File: config.mk
export PLATFORM = sky130hd
export DESIGN_NAME = seg_display_sequencer
export DESIGN_NICKNAME = d
export VERILOG_FILES = /design/src/rtl/seg_display_sequencer.sv
export SDC_FILE = /design/constraint.sdc
export NUM_CORES = 1
export LEC_CHECK = 0
export BUFFER_PORTS_ARGS = -buffer_cell sky130_fd_sc_hd__buf_2
export CORE_MARGIN = 2
export CORE_UTILIZATION = 42
export CTS_BUF_LIST = sky130_fd_sc_hd__clkbuf_16
export CTS_CLUSTER_SIZE = 25
export DETAILED_ROUTE_END_ITERATION = 10
export GPL_TIMING_DRIVEN = 0
export PLACE_DENSITY_LB_ADDON = 0.15
export SKIP_CTS_REPAIR_TIMING = 1
export SLEW_MARGIN = 20
export SYNTH_ARGS = -nofsm -noshare
export SYNTH_HDL_FRONTEND = slang
export SYNTH_SLANG_ARGS = --single-unit
File: constraint.sdc
create_clock -name clk -period 2.53 [get_ports clk]
set_input_delay 0.1265 -clock clk [delete_from_list [all_inputs] [get_ports clk]]
set_output_delay 0.1265 -clock clk [all_outputs]
set_load 0.03 [all_outputs]
File: src/rtl/seg_display_sequencer.sv
// seg_display_sequencer
// Picks one nibble of the ALU result or flag byte for the 7-segment decoder.
// Modes 0..3 show one fixed digit live. Mode 4 auto-scans all four digits
// from a snapshot that is retaken at each wrap to digit 0. Modes 5..7 blank
// the display.
// Optional build macro: SEG_SCAN_GAP_EN adds one blank prescaler tick between
// auto-scan digits.
module seg_display_sequencer #(
  parameter int PRESC_DIV   = 1000,
  parameter int DWELL_TICKS = 250
) (
  input  logic       clk,
  input  logic       rstb,
  input  logic       ena,
  input  logic [7:0] alu_f,
  input  logic [7:0] alu_flags,
  input  logic [2:0] disp_sel,
  output logic [3:0] nibble,
  output logic       dp,
  output logic       blank,
  output logic [1:0] digit_idx,
  output logic       digit_strobe
);

  localparam int PW = $clog2(PRESC_DIV);
  localparam int DW = (DWELL_TICKS > 1) ? $clog2(DWELL_TICKS) : 1;
  localparam logic [PW-1:0] PRESC_LAST = PW'(PRESC_DIV - 1);
  localparam logic [DW-1:0] DWELL_LAST = DW'(DWELL_TICKS - 1);
  localparam logic [2:0]    MODE_SCAN  = 3'd4;

  // Digits 0/1 come from the result byte, digits 2/3 from the flag byte.
  function automatic logic [3:0] pick_nibble(input logic [7:0] f,
                                             input logic [7:0] fl,
                                             input logic [1:0] idx);
    logic [3:0] n;
    case (idx)
      2'd0:    n = f[3:0];
      2'd1:    n = f[7:4];
      2'd2:    n = fl[3:0];
      default: n = fl[7:4];
    endcase
    return n;
  endfunction

  logic [2:0]    mode_q, mode_d;
  logic [PW-1:0] presc_q, presc_d;
  logic [DW-1:0] dwell_q, dwell_d;
  logic [1:0]    scan_q, scan_d;
  logic          gap_q, gap_d;
  logic [7:0]    snap_f_q, snap_f_d;
  logic [7:0]    snap_flags_q, snap_flags_d;
  logic [3:0]    nibble_q, nibble_d;
  logic          dp_q, dp_d;
  logic          blank_q, blank_d;
  logic [1:0]    idx_q, idx_d;
  logic          strobe_q, strobe_d;
  logic          tick;
  logic          advance;

  // Next-state: a mode change clears the counters and snapshots the inputs; otherwise auto-scan counts.
  always_comb begin
    mode_d       = mode_q;
    presc_d      = presc_q;
    dwell_d      = dwell_q;
    scan_d       = scan_q;
    gap_d        = gap_q;
    snap_f_d     = snap_f_q;
    snap_flags_d = snap_flags_q;
    nibble_d     = nibble_q;
    dp_d         = dp_q;
    blank_d      = blank_q;
    idx_d        = idx_q;
    strobe_d     = strobe_q;
    tick         = 1'b0;
    advance      = 1'b0;

    if (ena) begin
      if (disp_sel != mode_q) begin
        mode_d       = disp_sel;
        presc_d      = '0;
        dwell_d      = '0;
        scan_d       = 2'd0;
        gap_d        = 1'b0;
        snap_f_d     = alu_f;
        snap_flags_d = alu_flags;
      end else if (mode_q == MODE_SCAN) begin
        tick    = (presc_q == PRESC_LAST);
        presc_d = tick ? '0 : presc_q + 1'b1;
        if (tick) begin
`ifdef SEG_SCAN_GAP_EN
          if (gap_q) begin
            gap_d   = 1'b0;
            advance = 1'b1;
          end else if (dwell_q == DWELL_LAST) begin
            dwell_d = '0;
            gap_d   = 1'b1;
          end else begin
            dwell_d = dwell_q + 1'b1;
          end
`else
          if (dwell_q == DWELL_LAST) begin
            dwell_d = '0;
            advance = 1'b1;
          end else begin
            dwell_d = dwell_q + 1'b1;
          end
`endif
        end
        if (advance) begin
          scan_d = scan_q + 1'b1;
          if (scan_q == 2'd3) begin
            snap_f_d     = alu_f;
            snap_flags_d = alu_flags;
          end
        end
      end

      strobe_d = advance;
      if (!mode_d[2]) begin
        nibble_d = pick_nibble(alu_f, alu_flags, mode_d[1:0]);
        dp_d     = mode_d[1];
        blank_d  = 1'b0;
        idx_d    = mode_d[1:0];
      end else if (mode_d == MODE_SCAN) begin
        idx_d = scan_d;
        if (gap_d) begin
          nibble_d = 4'h0;
          dp_d     = 1'b0;
          blank_d  = 1'b1;
        end else begin
          nibble_d = pick_nibble(snap_f_d, snap_flags_d, scan_d);
          dp_d     = scan_d[1];
          blank_d  = 1'b0;
        end
      end else begin
        nibble_d = 4'h0;
        dp_d     = 1'b0;
        blank_d  = 1'b1;
        idx_d    = 2'd0;
      end
    end
  end

  // State and registered outputs; async reset leaves the display blanked.
  always_ff @(posedge clk or negedge rstb) begin
    if (!rstb) begin
      mode_q       <= 3'd0;
      presc_q      <= '0;
      dwell_q      <= '0;
      scan_q       <= 2'd0;
      gap_q        <= 1'b0;
      snap_f_q     <= 8'h00;
      snap_flags_q <= 8'h00;
      nibble_q     <= 4'h0;
      dp_q         <= 1'b0;
      blank_q      <= 1'b1;
      idx_q        <= 2'd0;
      strobe_q     <= 1'b0;
    end else begin
      mode_q       <= mode_d;
      presc_q      <= presc_d;
      dwell_q      <= dwell_d;
      scan_q       <= scan_d;
      gap_q        <= gap_d;
      snap_f_q     <= snap_f_d;
      snap_flags_q <= snap_flags_d;
      nibble_q     <= nibble_d;
      dp_q         <= dp_d;
      blank_q      <= blank_d;
      idx_q        <= idx_d;
      strobe_q     <= strobe_d;
    end
  end

  assign nibble       = nibble_q;
  assign dp           = dp_q;
  assign blank        = blank_q;
  assign digit_idx    = idx_q;
  assign digit_strobe = strobe_q;

endmodule

==> summary.txt <==
GRT
  • Initial antenna violation count: 0
  • Global-route wire length before repair: between 10,000 and 15,000 um
  • GRT overflow: 0
  • Largest net degree at the start of global routing: 50
  • Overall global routing resource usage: 0.193
  • Number of global-route vias before repair: around 2.2k

Synthesis
  • Top_reg_cell synth: dfrtp_1
  • Syn nets: 320
  • EDFF count, synth: 0
  • #FFs+latches synth: about 50
  • Syn. warnings: 0
  • Leading area contributor after synthesis: dfrtp_1
  • Top cell type's share of synthesized area: 0.424
  • Register area share after synthesis: 0.433
  • Post-Syn Area: roughly 0.0028 mm2
  • Synth top cells by count: dfrtp_1, nand2_1, o21ai_0
  • Ys async rst share: 1.00
  • Syn_area_per_cell: 9.64 um2
  • Synth area leaders: dfrtp_1, mux2_2, nand2_1
  • Distinct cells, synth: 49
  • Cell count after synthesis: just under 300
  • Most frequent cell after synthesis: dfrtp_1

Worst setup path
  • Buf+Inv Stages, Crit Path: 3
  • Endpoint class of the critical path: flop
  • Worst path max stage delay: approximately 0.4 ns
  • R2R cell count: 11
  • Worst setup SP type: flop
  • Crit path DAT: 2.58 ns
  • Top Family by Delay on Critical Path: compound AO/OA/AOI/OAI gates
  • Stages on the worst setup path: 11
  • Slowest stage cell, crit path: dfrtp_1
  • Type of the worst setup path: reg -> reg
  • Worst path required time: ~2.7 ns
  • Cell chain of the critical path: inv_1 -> ha_1 -> nand2_1 -> or3_1 -> buf_4 -> o31ai_4 -> buf_6 -> mux2i_1 -> o22ai_1 -> o21ai_1 -> a31oi_1
  • Crit-path max FO: 10

Floorplanning
  • Core area: around 0.0064 mm2
  • DIE AREA: 0.00742 mm2
  • Std cell rows: 29
  • Io pins: 31
  • Die width: between 80 and 90 um
  • Initial Utilization: 0.441
  • Die H: between 80 and 90 um

Timing
  • Pins over their slew limit: 0
  • Period minus WS final: 2.44 ns
  • FMAX: a little over 400 MHz
  • Clock Skews: 0.00575 ns
  • Final Hold Fails: 0
  • Final hold slack: roughly 0.10 ns
  • Tcrit/Tclk final: 0.964
  • Worst Tran Pin Value: between 0.6 and 0.7 ns
  • Unrepaired setup endpoints after global routing: yes
  • Final-report setup violation count: 0
  • Max_slew headroom: 0.572

Pwr
  • Leakage: 1.41 nW
  • Cell Pwr Density: around 600 mW/mm2
  • VDD IR max: around 0.34 mV
  • Overall Power: between 1.5 and 2 mW

Clock tree
  • CTS Buf Count: 5
  • CTS tree: done
  • Clk_lat worst skew: ~0.28 ns
  • H-Tree Depth: 2
  • Sink Count: approximately 50
  • CTS max path bufs: 2
  • Clock-pin slew on the worst setup and hold paths: ~0.060 ns
  • Root Buffer: clkbuf_16

Layout
  • Layout Nets: around 360
  • Syn-to-layout area delta: 16.9%
  • Share of cells above drive strength 1: 0.257
  • # fillers: approximately 610
  • N_diodes: 0

Run status
  • Status: complete, no violations

Routing
  • WL final: 6940 um
  • 1st-pass router iterations: 4
  • Via density: about 5.8
  • Initial drt markers: approximately 150
  • Drt wl/cell: around 17 um
  • # DRC: 0
  • Routed Antenna Nets: 0
  • Via count: roughly 2.4k

Hold path
  • Hold Crit Depth: 2
  • Hold Crit Class: in -> reg

Job
  • Max-cap viol count: 0

Placement
  • DP HPWL: about 4800 um
  • Port Buffers: 27
  • GP Congestion: approximately 0.85
==> cell usage in the layout, fill, tap and decap left out, drive strengths merged, types with 7 or more instances in the layout <==
cell type  Yosys  routed
nor2          20      20
mux2i          7       7
nand3         20      20
nor3           9       9
mux2          21      21
dfrtp         48      48
xor2           7       7
nand2         34      34
inv           10      11
o21ai         25      25
nand4         10      10
buf           11      39
a21boi         7       7
a21oi         15      15
==> routing by layer <==
layer | vias to the layer above | routed length [um] | track usage
met5 | - | 0 | 0
li1 | 1152 | - | -
met2 | 59 | 3130 | 0.299
met4 | 0 | 23 | 0.0346
met3 | 4 | 361 | 0.0269
met1 | 1153 | 3430 | 0.291
==> power by group <==
part	internal [mW]	switching [mW]	leakage, nW
Sequential	0.852	0.0395	0.620
Clock	0.460	0.277	0.0826
Combinational	0.149	0.214	0.711
Total	1.46	0.530	1.41
==> logic make-up (layout without fill, tap and decap cells) <==
family | after synthesis | after routing | share of synthesized area
XOR/XNOR | 7 | 7 | 0.0216
adder cells (fa/ha/maj) | 4 | 4 | 0.0177
AND/OR/NAND/NOR | 113 | 113 | 0.201
multiplexers | 32 | 32 | 0.140
AO/OA/AOI/OAI | 67 | 67 | 0.148
buffers and inverters | 22 | 59 | 0.0384
flip-flops | 49 | 49 | 0.433
==> state kept, by name, summed over array words and instances (netlist names), 2 cells and up <==
name / cells
presc_q: 10
dwell_q: 8
snap_f_q: 8
snap_flags_q: 8
nibble: 4
mode_q: 3
digit_idx: 2
scan_q: 2
==> final cells by class <==
class / instances / area (um2) / area share
buffer: 12 / 73.8 / 0.0223
clock buffer: 5 / 125 / 0.0378
clock inverter: 3 / 37.5 / 0.0113
inverter: 10 / 37.5 / 0.0113
multi-input combinational: 223 / 1550 / 0.467
sequential: 49 / 1230 / 0.371
tap: 77 / 96.3 / 0.0291
timing repair buffer: 29 / 168 / 0.0506
==> metrics by stage <==
step	util	worst slack, ns	instance area, um2	TNS [ns]	cells
2_1_floorplan	-	0.359	2840	0	294
6_report	0.516	0.0917	3310	0	408
5_1_grt	0.516	-0.0111	3310	-0.0111	408
4_1_cts	0.503	-0.0676	3230	-0.102	406
3_3_place_gp	0.477	-0.0296	3070	-0.0296	398
3_5_place_dp	0.478	-0.0413	3070	-0.0519	398
==> final timing paths <==
kind                                     to       start  slack, ns
worst min-delay path            snap_f_q[1]    alu_f[1]       0.10
worst max register to register    nibble[1]  dwell_q[1]       0.09
worst min register to register        blank       blank       0.48
min in group asynchronous        presc_q[6]        rstb       0.40
max in group asynchronous        dwell_q[4]        rstb       1.66
worst max-delay path              nibble[1]  dwell_q[1]       0.09
==> worst register-to-register path, cell delays in order (launching register included) <==
cell	delay (ns)
dfrtp_1	0.40
inv_1	0.08
ha_1	0.15
nand2_1	0.08
or3_1	0.31
buf_4	0.18
o31ai_4	0.27
buf_6	0.21
mux2i_1	0.23
o22ai_1	0.10
o21ai_1	0.19
a31oi_1	0.11
Note: power is estimated with default switching activity, not from simulation.
